## config.mk

```make
export PLATFORM = sky130hd
export DESIGN_NAME = lsu_mem_arbiter
export DESIGN_NICKNAME = d
export VERILOG_FILES = /design/src/rtl/lsu_mem_arbiter.sv
export SDC_FILE = /design/constraint.sdc
export NUM_CORES = 1
export LEC_CHECK = 0
export CAP_MARGIN = 20
export CORE_MARGIN = 4
export CORE_UTILIZATION = 45
export CTS_CLUSTER_SIZE = 24
export DETAILED_ROUTE_END_ITERATION = 7
export PLACE_DENSITY = 0.78
export SKIP_LAST_GASP = 1
export SLEW_MARGIN = 10
export SYNTH_ARGS = -nofsm -noshare
export SYNTH_HDL_FRONTEND = slang
export SYNTH_SLANG_ARGS = --single-unit
```

## constraint.sdc

```tcl
create_clock -name i_clk -period 4.8 [get_ports i_clk]
set_input_delay 0.48 -clock i_clk [delete_from_list [all_inputs] [get_ports i_clk]]
set_output_delay 0.48 -clock i_clk [all_outputs]
set_load 0.05 [all_outputs]
```

## src/rtl/lsu_mem_arbiter.sv

```systemverilog
// lsu_mem_arbiter: two-requester round-robin front end to a single-port,
// word-wide data memory. One request is in flight at a time. Sub-word stores
// are done as read-modify-write: the word is captured in ACCESS and written
// back with the addressed lane replaced in MERGE.
//
// state  | meaning
// -------+-------------------------------------------------------------
// IDLE   | arbitrate; one-hot ready toward the winner; accept + latch
// ACCESS | drive word index; loads capture lane, word stores write,
//        | sub-word stores capture the old word
// MERGE  | write captured word with the addressed lane replaced
// RESP   | response valid toward the latched requester until accepted
module lsu_mem_arbiter (
  input  logic        i_clk,
  input  logic        i_reset,
  input  logic [1:0]  i_req_valid,
  output logic [1:0]  o_req_ready,
  input  logic [1:0]  i_req_we,
  input  logic [3:0]  i_req_size,
  input  logic [1:0]  i_req_unsigned,
  input  logic [63:0] i_req_addr,
  input  logic [63:0] i_req_wdata,
  output logic [1:0]  o_rsp_valid,
  input  logic [1:0]  i_rsp_ready,
  output logic [31:0] o_rsp_rdata,
  output logic        o_rsp_err,
  output logic [31:0] o_mem_addr,
  output logic [31:0] o_mem_wdata,
  output logic        o_mem_wren,
  input  logic [31:0] i_mem_rdata
);

  typedef enum logic [1:0] {
    IDLE   = 2'd0,
    ACCESS = 2'd1,
    MERGE  = 2'd2,
    RESP   = 2'd3
  } state_t;

  localparam logic [1:0] SZ_BYTE = 2'b00;
  localparam logic [1:0] SZ_HALF = 2'b01;
  localparam logic [1:0] SZ_WORD = 2'b10;
  localparam logic [1:0] SZ_ILL  = 2'b11;

  state_t      state_q, state_d;
  logic        rr_q, rr_d;
  logic        id_q, id_d;
  logic        we_q, we_d;
  logic [1:0]  size_q, size_d;
  logic        uns_q, uns_d;
  logic [31:0] addr_q, addr_d;
  logic [31:0] wdata_q, wdata_d;
  logic [31:0] word_q, word_d;
  logic [31:0] rdata_q, rdata_d;
  logic        err_q, err_d;

  logic        any_valid;
  logic        gnt_id;
  logic        sel_we;
  logic        sel_uns;
  logic [1:0]  sel_size;
  logic [31:0] sel_addr;
  logic [31:0] sel_wdata;
  logic        sel_illegal;

  // Memory is 256 words; anything beyond word index 255 is rejected up front.
  function automatic logic is_illegal(input logic [1:0] size, input logic [31:0] addr);
    logic bad;
    bad = 1'b0;
    if (size == SZ_ILL) bad = 1'b1;
    if ((size == SZ_HALF) && addr[0]) bad = 1'b1;
    if ((size == SZ_WORD) && (addr[1:0] != 2'b00)) bad = 1'b1;
    if (addr[31:10] != 22'd0) bad = 1'b1;
    return bad;
  endfunction

  function automatic logic [31:0] load_extract(input logic [31:0] word,
                                               input logic [1:0]  size,
                                               input logic [1:0]  lane,
                                               input logic        uns);
    logic [7:0]  b;
    logic [15:0] h;
    logic [31:0] r;
    case (lane)
      2'd0:    b = word[7:0];
      2'd1:    b = word[15:8];
      2'd2:    b = word[23:16];
      default: b = word[31:24];
    endcase
    h = lane[1] ? word[31:16] : word[15:0];
    case (size)
      SZ_BYTE: r = uns ? {24'h0, b} : {{24{b[7]}}, b};
      SZ_HALF: r = uns ? {16'h0, h} : {{16{h[15]}}, h};
      default: r = word;
    endcase
    return r;
  endfunction

  function automatic logic [31:0] lane_merge(input logic [31:0] word,
                                             input logic [1:0]  size,
                                             input logic [1:0]  lane,
                                             input logic [31:0] wd);
    logic [31:0] r;
    r = word;
    if (size == SZ_BYTE) begin
      case (lane)
        2'd0:    r[7:0]   = wd[7:0];
        2'd1:    r[15:8]  = wd[7:0];
        2'd2:    r[23:16] = wd[7:0];
        default: r[31:24] = wd[7:0];
      endcase
    end else begin
      if (lane[1]) r[31:16] = wd[15:0];
      else         r[15:0]  = wd[15:0];
    end
    return r;
  endfunction

  // Arbitration: when both are valid rr picks, otherwise the sole valid one wins.
  always_comb begin
    any_valid = |i_req_valid;
    if (&i_req_valid) gnt_id = rr_q;
    else              gnt_id = i_req_valid[1];
    sel_we      = gnt_id ? i_req_we[1]         : i_req_we[0];
    sel_uns     = gnt_id ? i_req_unsigned[1]   : i_req_unsigned[0];
    sel_size    = gnt_id ? i_req_size[3:2]     : i_req_size[1:0];
    sel_addr    = gnt_id ? i_req_addr[63:32]   : i_req_addr[31:0];
    sel_wdata   = gnt_id ? i_req_wdata[63:32]  : i_req_wdata[31:0];
    sel_illegal = is_illegal(sel_size, sel_addr);
  end

  // Next-state and output decode; every output defaults to 0 outside its state.
  always_comb begin
    state_d     = state_q;
    rr_d        = rr_q;
    id_d        = id_q;
    we_d        = we_q;
    size_d      = size_q;
    uns_d       = uns_q;
    addr_d      = addr_q;
    wdata_d     = wdata_q;
    word_d      = word_q;
    rdata_d     = rdata_q;
    err_d       = err_q;
    o_req_ready = 2'b00;
    o_rsp_valid = 2'b00;
    o_rsp_rdata = 32'h0;
    o_rsp_err   = 1'b0;
    o_mem_addr  = 32'h0;
    o_mem_wdata = 32'h0;
    o_mem_wren  = 1'b0;

    case (state_q)
      IDLE: begin
        // Ready is held low while reset is asserted even though state is IDLE.
        if (any_valid && !i_reset) begin
          o_req_ready = gnt_id ? 2'b10 : 2'b01;
          rr_d        = ~gnt_id;
          id_d        = gnt_id;
          we_d        = sel_we;
          size_d      = sel_size;
          uns_d       = sel_uns;
          addr_d      = sel_addr;
          wdata_d     = sel_wdata;
          word_d      = 32'h0;
          rdata_d     = 32'h0;
          err_d       = sel_illegal;
          state_d     = sel_illegal ? RESP : ACCESS;
        end
      end

      ACCESS: begin
        o_mem_addr = {2'b00, addr_q[31:2]};
        if (!we_q) begin
          rdata_d = load_extract(i_mem_rdata, size_q, addr_q[1:0], uns_q);
          state_d = RESP;
        end else if (size_q == SZ_WORD) begin
          o_mem_wren  = 1'b1;
          o_mem_wdata = wdata_q;
          state_d     = RESP;
        end else begin
          word_d  = i_mem_rdata;
          state_d = MERGE;
        end
      end

      MERGE: begin
        o_mem_addr  = {2'b00, addr_q[31:2]};
        o_mem_wren  = 1'b1;
        o_mem_wdata = lane_merge(word_q, size_q, addr_q[1:0], wdata_q);
        state_d     = RESP;
      end

      RESP: begin
        o_rsp_valid = id_q ? 2'b10 : 2'b01;
        o_rsp_rdata = rdata_q;
        o_rsp_err   = err_q;
        if (i_rsp_ready[id_q]) state_d = IDLE;
      end

      default: state_d = IDLE;
    endcase
  end

  // State and latched request fields; reset clears everything immediately.
  always_ff @(posedge i_clk or posedge i_reset) begin
    if (i_reset) begin
      state_q <= IDLE;
      rr_q    <= 1'b0;
      id_q    <= 1'b0;
      we_q    <= 1'b0;
      size_q  <= 2'b00;
      uns_q   <= 1'b0;
      addr_q  <= 32'h0;
      wdata_q <= 32'h0;
      word_q  <= 32'h0;
      rdata_q <= 32'h0;
      err_q   <= 1'b0;
    end else begin
      state_q <= state_d;
      rr_q    <= rr_d;
      id_q    <= id_d;
      we_q    <= we_d;
      size_q  <= size_d;
      uns_q   <= uns_d;
      addr_q  <= addr_d;
      wdata_q <= wdata_d;
      word_q  <= word_d;
      rdata_q <= rdata_d;
      err_q   <= err_d;
    end
  end

endmodule

```

Word-level counts from Yosys, hierarchy flattened

Cells that the tools add are included.

Flip-flop bits (word level): 137
Input port bits: 174

Order comparisons: 1
Equality and inequality tests: 15
Mux-type cells: 50
Bitwise operators: 1
Reduce and logical (&&, ||, !) cells: 18

Operators by type and width:

| kind                                                 | number |
|---|---|
| two-way mux 32 bit                                   | 12 |
| case mux 32 bit (2 select lines)                     | 4 |
| two-way mux 16 bit                                   | 3 |
| two-way mux 8 bit                                    | 4 |
| two-way mux 30 bit                                   | 1 |
| case mux 8 bit (3 select lines)                      | 1 |
| nonzero test 22 bit                                  | 1 |
| two-way mux 2 bit                                    | 9 |
| two-way mux 1 bit                                    | 14 |
| equality test 2 bit (second input constant)          | 6 |
| != test 2 bit (second input constant)                | 5 |
| equality test 2 x 1 -> 1 bit (second input constant) | 4 |
| case mux 2 bit (4 select lines)                      | 1 |
| logical NOT 2 bit                                    | 3 |
| AND reduction 2 bit                                  | 3 |
| AND reduction 4 bit                                  | 1 |
| nonzero test 2 bit                                   | 2 |
| OR reduction 2 bit                                   | 2 |
| logical AND 1 bit                                    | 3 |
| AND reduction 3 bit                                  | 1 |
| OR reduction 3 bit                                   | 1 |
| < comparator 1 x 2 -> 1 bit (second input constant)  | 1 |
| case mux 1 bit (2 select lines)                      | 1 |
| logical NOT 1 bit                                    | 1 |
| NOT 1 bit                                            | 1 |

Depth between registers and ports, before layout

Depth after elaboration: 11
Gate-level depth with buffers: 9

Worst setup path after synthesis

No wires, ideal clock.

Kind: flip-flop to output port
Start: reg state_q[1]
End: out o_mem_wdata[13]
Arrival time: 2.499 ns
Data required time: 4.320 ns
Slack: 1.821 ns
Cell stages (with the launch flop): 9
Path buffers: 2
Cell sequence: dfrtp_1 inv_1 ha_1 buf_2 and4b_1 clkbuf_1 a31o_2 nand2_1 a21boi_0

Longest elaborated chain between the ends: 2

Ends and longest elaborated chain:

| what                                                                       | line | text |
|---|---|---|
| from (decl)                                                                | 45   | `state_t state_q, state_d;` |
| from (signal assigned)                                                     | 220  | `state_q <= state_d;` |
| equality test 2 bit / equality test 2 x 1 -> 1 bit (equally long branches) | 153  | `case (state_q)` |
| case mux 32 bit (2 select lines) *                                         | 153  |  |
| to (decl)                                                                  | 28   | `output logic [31:0] o_mem_wdata,` |

Every way passes the cells marked *; elsewhere a longest branch is shown, timed or not.

Final worst setup path

Start: reg size_q[1]
End: out o_mem_wdata[22]

Longest elaborated chain between the ends: 4

Ends and longest elaborated chain:

| what                               | line | text |
|---|---|---|
| from (decl)                        | 49   | `logic [1:0] size_q, size_d;` |
| from (signal assigned)             | 224  | `size_q <= size_d;` |
| equality test 2 bit                | 177  | `end else if (size_q == SZ_WORD) begin` |
| two-way mux 32 bit                 | 177  |  |
| two-way mux 32 bit                 | 174  | `if (!we_q) begin` |
| case mux 32 bit (2 select lines) * | 153  |  |

Marks and branches as above.

==> qor.txt <==
status = finished clean
antenna violations before repair = 0
CTS Buf Count = 17
crit-path cells = buf_4 -> or3b_1 -> and3_1 -> o21ai_1 -> a21boi_1 -> clkdlybuf4s50_1
post-DP HPWL = 20600 um
worst setup skew after layout = 0.00800 ns
unrepaired setup endpoints after global routing = no
Final setup viols = 0
terminus of the critical flop-to-flop path = word_q[2]$_DFFE_PP0P_
register area share after synthesis = 40.0%
share of cells above drive strength 1 = 6.34%
Pleak = 5.13 nW
Crit-path slowest cell = clkdlybuf4s50_1
r2r setup slk = 2.35 ns
TNS Setup = 0 ns
critical path's top delay family = buffers and inverters
Final Slew Violations = 0
Chip Height = 146 um
Die ar. = 21300 um2
Antenna diodes = 0
drt first-iter violations = 536
DRT Pass-1 Iters = 5
commonest non-fill, non-tap cell in the layout = clkdlybuf4s50_1
clk_lat worst skew = 0.42 ns
Top Ports = 276
PwrDens = 652 nW/um2
reg2reg start = state_q[1]$_DFFE_PP0P_
DP Area = 11300 um2
CP endpoint = o_mem_wdata[22]
f_max = 238 MHz
Residual DRC = 0
reg2reg path depth = 7
Max-Cap Viols = 0
synthesized area per cell = 8.88 um2
initial core utilization = 45.8%
vias in the first global route = 7812
Gate Count Post-Synth = 965
remaining antenna violation count after routing = 0
core area = 18700 um2
Period minus WS final = 4.20 ns
Startpoint Class = register
via/cell ratio = 5.51
clock buffer depth = 2
Final Cell Area = 12000 um2
# resized after CTS = 0
most frequent cells in the layout = clkdlybuf4s50_1, nand2_1, dfrtp_1
Setup crit end kind = primary output
Syn-to-layout area delta = 39.9%
nets@finish = 1365
CP bufs+invs = 2
first-pass GRT wire length = 42800 um
Seq cells post-synth = 137
drt total wl = 27600 um
clock sinks = 137
Setup CP Type = reg2out
RePlAce Congestion = 0.900
Rows = 50
CTS tree = yes
Netlist cell types = 57
Async S/R FF share, synth = 100%
Fin. Hold Viols = 0
maximum VDD drop = 0.339 mV
Global Route Usage Sum = 25.3%
Post-synth EDFFs = 0
gr ovfl total = 0
critical path's largest stage delay = 0.86 ns
largest net degree at the start of global routing = 111
worst-margin pin slew = 1.13 ns
final period utilization = 87.4%
CP startpoint = size_q[1]$_DFFE_PP0P_
Syn. warnings = 0
Post-Syn Area = 8570 um2
WP depth = 6
H-tree Lvls = 4
Hold WC Path Type = reg2reg
Worst Path Arrival = 3.72 ns
Finished Core Util = 64.1%
crit-path max FO = 38
DR vias = 7898
input/output buffers = 273
Synth Flop Type = dfrtp_1
CTS clk-pin slew, worst paths = 0.06 ns
Required @ worst endpoint = 4.32 ns
cts hold-fix bufs = 0
Slew HR = 24.9%
DR WL/cell = 19.3 um
CTS Root Cell = clkbuf_16
Die Wd = 146 um
# Post-CTS Setup Buffers = 0
-- cell usage after synthesis (all sizes together), types with 2 or more instances --
cell    number  area (um2)
nand2      149         559
dfrtp      137        3430
o21ai      113         566
mux2i      108        1080
and2        73         457
clkbuf      47         176
inv         39         146
buf         38         224
nand2b      30         188
a21oi       29         156
a32o        29         290
a21boi      24         180
nor2        16        60.1
and3        14        87.6
nor2b       12        75.1
o21ba       10         100
nor4         9        56.3
nor4b        9        85.1
a32oi        8        70.1
o21a         8        60.1
o21bai       8        63.8
a21o         7        52.6
or3          7        43.8
ha           4        50.1
mux2         4        45.0
a31oi        3        18.8
nand3b       3        22.5
nor3b        3        22.5
a21bo        2        20.0
nand4        2        12.5
o22ai        2        12.5
or4          2        15.0
-- layout make-up --
class,count,area [um2]
repair buffers,287,2860
inverters,39,151
clock buffers,23,508
clock inverters,8,131
fillers,1623,6720
well taps,234,293
multi-input cells,705,4620
flip-flops and latches,137,3430
-- state kept, by name, indices dropped and copies added (netlist names), 2 cells and up --
register / flops
rdata_q: 32
word_q: 32
size_q: 2
wdata_q: 32
addr_q: 32
state_q: 2
-- cell families after synthesis --
family,count (synthesis),share of synthesized area [%]
and+or+nand+nor,335,20.2
AOI/OAI and AO/OA,251,19.4
DFF,137,40.0
buffers and inverters,124,6.38
muxes,113,13.4
adders and majority gates,4,0.584
other,1,0.0438
-- worst register-to-register path: stages (launching register included) --
cell	delay, ns
dfrtp_1	0.42
inv_1	0.11
ha_1	0.15
buf_4	0.33
nor2_1	0.12
a21oi_1	0.11
and2_2	0.79
mux2i_1	0.32
-- worst min-delay path by stage --
stage | depth (start not counted) | slack (ns) | from | end
after detailed placement | 2 | 0.46 | addr_q[17]$_DFFE_PP0P_ | addr_q[17]$_DFFE_PP0P_
after global placement | 2 | 0.45 | rdata_q[7]$_DFFE_PP0P_ | rdata_q[7]$_DFFE_PP0P_
final | 2 | 0.47 | addr_q[16]$_DFFE_PP0P_ | addr_q[16]$_DFFE_PP0P_
after CTS | 2 | 0.48 | addr_q[12]$_DFFE_PP0P_ | addr_q[12]$_DFFE_PP0P_
after floorplan | 2 | 0.44 | rdata_q[7]$_DFFE_PP0P_ | rdata_q[7]$_DFFE_PP0P_
after global routing | 2 | 0.49 | addr_q[5]$_DFFE_PP0P_ | addr_q[5]$_DFFE_PP0P_
-- per-layer routing --
| layer | share of wire [%] | wire length (um) | track usage [%] | vias to the layer above |
|---|---|---|---|---|
| met5 | 0 | 0 | 0 | - |
| met2 | 48 | 13100 | 41.3 | 329 |
| met4 | 1.7 | 458 | 6.96 | 0 |
| li1 | - | - | - | 3799 |
| met3 | 7.5 | 2080 | 6.35 | 29 |
| met1 | 43 | 12000 | 33.6 | 3741 |
-- stage by stage --
| step | instances | hold WS [ns] | setup slack, ns | total power [W] |
|---|---|---|---|---|
| after CTS | 1431 | 0.476 | 0.677 | 0.00782 |
| after floorplan | 966 | 0.438 | 0.652 | 0.00505 |
| after detailed placement | 1400 | 0.462 | 1.14 | 0.00639 |
| final | 1433 | 0.471 | 0.605 | 0.00781 |
| after global placement | 1400 | 0.452 | 1.20 | 0.00630 |
| after global routing | 1433 | 0.491 | 0.443 | 0.00826 |
-- power by group --
group	total [W]	switching [W]	internal (W)
logic	0.00436	0.00271	0.00165
clock network	0.00141	0.000507	0.000903
registers	0.00205	0.000415	0.00163
total	0.00781	0.00363	0.00418
Power figures use the tool's default switching activity.
